--- src/rtl/audio_pkg.sv ---
// Shared audio types and constants for the I2S output path.
package audio_pkg;

    localparam int unsigned I2S_BIT_DEPTH = 24;
    localparam int unsigned I2S_SLOT_BITS = 32;

    typedef struct packed {
        logic [I2S_BIT_DEPTH-1:0] l;
        logic [I2S_BIT_DEPTH-1:0] r;
    } stereo_t;

    // Counter width able to hold 0..n-1, never narrower than one bit.
    function automatic int unsigned cnt_width(input int unsigned n);
        return (n > 1) ? $clog2(n) : 1;
    endfunction

endpackage

--- src/rtl/i2s_bclk_gen.sv ---
// Bit clock / LR clock generator with falling-event and frame-start strobes.
module i2s_bclk_gen
    import audio_pkg::*;
#(
    parameter int unsigned SLOT_BITS = I2S_SLOT_BITS,
    parameter int unsigned BCLK_DIV  = 2,
    localparam int unsigned CNT_W    = cnt_width(2 * SLOT_BITS)
) (
    input  logic             clk,
    input  logic             rst,
    output logic             bclk,
    output logic             lrck,
    output logic             fall_evt,
    output logic             frame_start,
    output logic [CNT_W-1:0] bit_nxt
);

    localparam int unsigned      DIV_W    = cnt_width(BCLK_DIV);
    localparam logic [DIV_W-1:0] DIV_LAST = DIV_W'(BCLK_DIV - 1);
    localparam logic [CNT_W-1:0] BIT_LAST = CNT_W'(2 * SLOT_BITS - 1);
    localparam logic [CNT_W-1:0] SLOT_C   = CNT_W'(SLOT_BITS);

    logic [DIV_W-1:0] div_cnt;
    logic [CNT_W-1:0] bit_cnt;
    logic             div_tc;

    // Strobes fire in the cycle whose closing edge drives bclk low.
    always_comb begin
        div_tc      = (div_cnt == DIV_LAST);
        fall_evt    = div_tc & bclk;
        frame_start = fall_evt & (bit_cnt == BIT_LAST);
        bit_nxt     = (bit_cnt == BIT_LAST) ? '0 : bit_cnt + 1'b1;
    end

    // Divider, bit clock, bit position and LR clock.
    always_ff @(posedge clk) begin
        if (rst) begin
            div_cnt <= '0;
            bclk    <= 1'b0;
            bit_cnt <= BIT_LAST;
            lrck    <= 1'b0;
        end else begin
            div_cnt <= div_tc ? '0 : div_cnt + 1'b1;
            if (div_tc) begin
                bclk <= ~bclk;
            end
            if (fall_evt) begin
                bit_cnt <= bit_nxt;
                lrck    <= (bit_nxt >= SLOT_C);
            end
        end
    end

endmodule

--- src/rtl/i2s_audio_out.sv ---
// I2S serialiser: double-buffers one stereo pair and streams it to the DAC.
module i2s_audio_out
    import audio_pkg::*;
#(
    parameter int unsigned AUD_BIT_DEPTH = 24,
    parameter int unsigned SLOT_BITS     = I2S_SLOT_BITS,
    parameter int unsigned BCLK_DIV      = 2
) (
    input  logic                     AUDIO_CLK,
    input  logic                     reset_data,
    input  logic [AUD_BIT_DEPTH-1:0] lsound_in,
    input  logic [AUD_BIT_DEPTH-1:0] rsound_in,
    input  logic                     sample_valid,
    output logic                     sample_req,
    input  logic                     flag_clr,
    output logic                     underrun,
    output logic                     overrun,
    output logic                     aud_bclk,
    output logic                     aud_daclrck,
    output logic                     aud_dacdat
);

    localparam int unsigned      CNT_W   = cnt_width(2 * SLOT_BITS);
    localparam logic [CNT_W-1:0] SLOT_C  = CNT_W'(SLOT_BITS);
    localparam logic [CNT_W-1:0] DEPTH_C = CNT_W'(AUD_BIT_DEPTH);

    typedef struct packed {
        logic [AUD_BIT_DEPTH-1:0] l;
        logic [AUD_BIT_DEPTH-1:0] r;
    } pair_t;

    pair_t                    pend;
    logic                     pend_full;
    logic [AUD_BIT_DEPTH-1:0] l_sh;
    logic [AUD_BIT_DEPTH-1:0] r_sh;

    logic                     fall_evt;
    logic                     frame_start;
    logic [CNT_W-1:0]         bit_nxt;
    logic [CNT_W-1:0]         slot_pos;
    logic [CNT_W-1:0]         sh_amt;
    logic [AUD_BIT_DEPTH-1:0] slot_word;
    logic [AUD_BIT_DEPTH-1:0] shifted;
    logic                     next_dat;
    logic                     set_ur;
    logic                     set_ov;

    i2s_bclk_gen #(
        .SLOT_BITS (SLOT_BITS),
        .BCLK_DIV  (BCLK_DIV)
    ) u_bclk_gen (
        .clk         (AUDIO_CLK),
        .rst         (reset_data),
        .bclk        (aud_bclk),
        .lrck        (aud_daclrck),
        .fall_evt    (fall_evt),
        .frame_start (frame_start),
        .bit_nxt     (bit_nxt)
    );

    // Serial bit for the slot position being entered; one-BCLK I2S delay, MSB first.
    always_comb begin
        slot_pos  = (bit_nxt >= SLOT_C) ? bit_nxt - SLOT_C : bit_nxt;
        slot_word = (bit_nxt >= SLOT_C) ? r_sh : l_sh;
        sh_amt    = DEPTH_C - slot_pos;
        shifted   = slot_word >> sh_amt;
        next_dat  = (slot_pos != '0 && slot_pos <= DEPTH_C) ? shifted[0] : 1'b0;
        set_ur    = frame_start & ~pend_full;
        // A write landing on a frame load refills the slot just emptied.
        set_ov    = sample_valid & pend_full & ~frame_start;
    end

    // Pending buffer, frame load into the shift pair, and serial data.
    always_ff @(posedge AUDIO_CLK) begin
        if (reset_data) begin
            pend       <= '0;
            pend_full  <= 1'b0;
            l_sh       <= '0;
            r_sh       <= '0;
            sample_req <= 1'b0;
            aud_dacdat <= 1'b0;
        end else begin
            sample_req <= frame_start;
            // On underrun the shift pair is left alone, so the last sample repeats.
            if (frame_start && pend_full) begin
                l_sh <= pend.l;
                r_sh <= pend.r;
            end
            if (sample_valid) begin
                pend      <= {lsound_in, rsound_in};
                pend_full <= 1'b1;
            end else if (frame_start) begin
                pend_full <= 1'b0;
            end
            if (fall_evt) begin
                aud_dacdat <= next_dat;
            end
        end
    end

    // Sticky status flags; a set in the same cycle as a clear wins.
    always_ff @(posedge AUDIO_CLK) begin
        if (reset_data) begin
            underrun <= 1'b0;
            overrun  <= 1'b0;
        end else begin
            underrun <= set_ur | (underrun & ~flag_clr);
            overrun  <= set_ov | (overrun & ~flag_clr);
        end
    end

endmodule

--- config.mk ---
export PLATFORM = sky130hd
export DESIGN_NAME = i2s_audio_out
export DESIGN_NICKNAME = d
export VERILOG_FILES = /design/src/rtl/audio_pkg.sv /design/src/rtl/i2s_bclk_gen.sv /design/src/rtl/i2s_audio_out.sv
export SDC_FILE = /design/constraint.sdc
export NUM_CORES = 1
export LEC_CHECK = 0
export ABC_AREA = 1
export BUFFER_PORTS_ARGS = -buffer_cell sky130_fd_sc_hd__buf_2
export CAP_MARGIN = 10
export CORE_ASPECT_RATIO = 0.5
export CORE_MARGIN = 10
export CORE_UTILIZATION = 50
export CTS_BUF_LIST = sky130_fd_sc_hd__clkbuf_8
export DETAILED_ROUTE_END_ITERATION = 16
export PLACE_DENSITY = 0.68
export SLEW_MARGIN = 20
export SYNTH_ARGS = -nofsm -noshare
export SYNTH_HDL_FRONTEND = slang
export SYNTH_SLANG_ARGS = --single-unit
--- constraint.sdc ---
create_clock -name AUDIO_CLK -period 3.9 [get_ports AUDIO_CLK]
set_input_delay 0.78 -clock AUDIO_CLK [delete_from_list [all_inputs] [get_ports AUDIO_CLK]]
set_output_delay 0.78 -clock AUDIO_CLK [all_outputs]
set_load 0.01 [all_outputs]
==> summary.md <==
| Metric | Value |
|---|---|
| Pre-CTS WS | 1.38 ns |
| Area grow syn2layout | 10.6% |
| End of the worst register-to-register path | r_sh[3]$_SDFFE_PP0P_ |
| CP required | 4.17 ns |
| Post-CTS setup buffers | 0 |
| Die Wd | 156 um |
| Final setup vio count | 0 |
| Row count | 24 |
| RSZ-0062 raised after global routing | no |
| Commonest non-fill, non-tap cells in the layout | nor2_1, dfxtp_1, nand2_1 |
| Min-Delay Path Class | flop to flop |
| Worst-Skew Late Latency | 0.39 ns |
| Synth Register Bits | 110 |
| Setup_tns | 0 ns |
| DP Area | 4920 um2 |
| Clock buffer depth | 2 |
| CP Capture Point | r_sh[3]$_SDFFE_PP0P_ |
| Hpwl dp | 7780 um |
| Clock Power Share | 30.6% |
| Status | finished clean |
| Post-Synth Simple-Gate Area | 28.0% |
| Total CTS buffers | 9 |
| Initial antenna violation count | 0 |
| Critical-path cell list | ha_1 > nand2_4 > inv_2 > nand3_4 > nor2_4 > buf_4 > nand2_1 > buf_4 > o21ai_0 > a21oi_1 |
| Share of cells above drive strength 1 | 15.4% |
| Worst path max stage delay | 0.42 ns |
| Overflow after GRT | 0 |
| Worst slew margin | 55.1% |
| Multiplexer area fraction after synthesis | 0% |
| Maximum Capacitance Violations | 0 |
| Most common cell after layout, fill and taps aside | nor2_1 |
| CP Max Fanout | 55 |
| Vias in the first global route | 3784 |
| Via-per-instance ratio | 5.25 |
| Synth Net Count | 676 |
| Root buffer cell | clkbuf_8 |
| # DRC | 0 |
| Mapped Cells | 623 |
| Layout Cells excl Fill | 780 |
| Achievable clock frequency | 390 MHz |
| Post-Synth XOR/XNOR Area | 0.379% |
| Core ar. | 8860 um2 |
| DRT Pass-1 Iters | 5 |
| Nets | 711 |
| Peak supply drop | 0.170 mV |
| Setup crit start kind | flop |
| Max-slew violation count | 0 |
| Hold WS | 0.454 ns |
| Clk sinks | 110 |
| Global Route Usage Sum | 17.0% |
| GP Congestion | 0.918 |
| Final WS setup | 1.34 ns |
| Die Area | 13700 um2 |
| Worst Setup SP | u_bclk_gen.bit_cnt[1]$_SDFFE_PP1P_ |
| Pwr Total | 2.19 mW |
| Htree depth | 3 |
| IO Pins | 58 |
| Largest family of logic cells by synthesized area | simple AND/OR/NAND/NOR gates |
| CP endpoint kind | flop |
| Layout Skew | 0.0106 ns |
| Most used cell, CP | buf_4 |
| Pleak | 2.09 nW |
| Psw | 666 uW |
| Sequential power share | 54.8% |
| Placed Cells | 764 |
| Adder-Cell Fraction of Synth Area | 0.271% |
| Post-CTS sizing | 0 |
| Fin. Hold Viols | 0 |
| Final ANT Viol Nets | 0 |
| DIE HEIGHT | 88.0 um |
| 1st-iter DRT viols | 366 |
| CP max stage cell | dfxtp_1 |
| Worst R2R Path Depth | 10 |
| R2R Path Start | u_bclk_gen.bit_cnt[1]$_SDFFE_PP1P_ |
| Distinct cells, synth | 33 |
| Cts hold-fix bufs | 0 |
| Area fraction in compound gates after synthesis | 16.5% |
| CP Class | flop to flop |
| Reg-to-reg slack, setup | 1.34 ns |
| Crit path DAT | 2.83 ns |
| CTS tree | yes |
| Initial Util | 52.2% |
| Hold path start | aud_dacdat$_SDFFE_PP0P_ |
| Via count | 4092 |
| ANT cells | 0 |
| I/O Buffers | 57 |
| Internal Power | 1.52 mW |
| Syn_area_per_cell | 7.42 um2 |
| Yosys warns | 0 |
| Post-layout util | 57.7% |
| Clk pin slew, worst setup/hold paths | 0.10 ns |
| Drt wl/cell | 14.4 um |
| Final period utilization | 65.7% |
| Sw frac | 30.5% |
| Register area share after synthesis | 47.7% |
| PD cells | 428 nW/um2 |
| Synth Cell Area | 4620 um2 |
| Design area | 5110 um2 |
| Pin count of the biggest net entering global routing | 56 |
| Post-Route WL | 11200 um |
| Fill count | 886 |
| Combinational power share | 14.7% |
| First-pass GRT wire length | 18900 um |
| Slew of the pin with the lowest slew margin | 0.673 ns |
| Tmin final | 2.56 ns |
power groups by stage:
stage          clock network, mW  registers (mW)  logic (mW)
6_report                   0.669            1.20       0.321
5_1_grt                    0.735            1.20       0.360
4_1_cts                    0.686            1.20       0.318
3_5_place_dp                   0            1.22       0.316
3_3_place_gp                   0            1.22       0.314
2_1_floorplan                  0            1.21       0.253
layer usage:
metal | routed length (um) | vias to the layer above | share of wire [%] | track usage (%)
li1 | - | 2110 | - | -
met5 | 0 | - | 0 | 0
met4 | 114 | 0 | 1.0 | 4.60
met2 | 4440 | 101 | 39 | 23.7
met3 | 638 | 9 | 5.7 | 4.75
met1 | 6050 | 1872 | 54 | 25.0
cells by family (layout without fill, tap and decap cells):
family / Yosys count / in the layout
adder cells (fa/ha/maj): 1 / 1
flip-flops: 110 / 110
AO/OA/AOI/OAI: 141 / 141
buffers and inverters: 79 / 119
XOR/XNOR: 2 / 2
AND/OR/NAND/NOR: 290 / 290
worst min-delay path by stage:
stage                                          endpoint  slack (ns)  cells past startpoint
after global placement    u_bclk_gen.div_cnt$_SDFF_PP0_        0.44                      1
after detailed placement        aud_dacdat$_SDFFE_PP0P_        0.44                      2
after CTS                       aud_dacdat$_SDFFE_PP0P_        0.46                      2
final                           aud_dacdat$_SDFFE_PP0P_        0.45                      2
after floorplan                   r_sh[20]$_SDFFE_PP0P_        0.42                      2
after global routing            aud_dacdat$_SDFFE_PP0P_        0.49                      2
critical path, delay by kind of cell, from the launching register on:
kind,cells,cell delay (ns)
buffers and inverters,3,0.78
AO/OA/AOI/OAI,2,0.29
flip-flops,1,0.42
AND/OR/NAND/NOR,4,0.63
adder cells (fa/ha/maj),1,0.26
synthesized netlist by cell type (all sizes together):
cell,instances,area [um2]
nor2,120,484
dfxtp,110,2200
nand2,98,424
nand3,72,385
o21ai,72,368
a21oi,52,260
inv,37,139
clkbuf,29,109
buf,11,73.8
o211ai,7,57.6
a22oi,5,37.5
o21bai,3,26.3
clkinv,2,8.75
ha,1,12.5
o21a,1,7.51
o31ai,1,7.51
xnor2,1,8.76
xor2,1,8.76
flip-flops by register name (all words and copies together), names as in the netlist:
register,flops
r_sh,24
u_bclk_gen.lrck,1
u_bclk_gen.div_cnt,1
u_bclk_gen.bclk,1
aud_dacdat,1
l_sh,24
pend_full,1
u_bclk_gen.bit_cnt,6
pend,48
overrun,1
sample_req,1
underrun,1
layout make-up:
type / instances / area [um2] / share of cell area [%]
Sequential cell: 110 / 2200 / 43.1
Multi-Input combinational cell: 434 / 2090 / 40.9
Timing Repair Buffer: 64 / 338 / 6.61
Inverter: 39 / 148 / 2.89
Tap cell: 117 / 146 / 2.86
Clock buffer: 9 / 124 / 2.42
Clock inverter: 7 / 63.8 / 1.25
No activity file was read; power rests on OpenSTA's default activity.
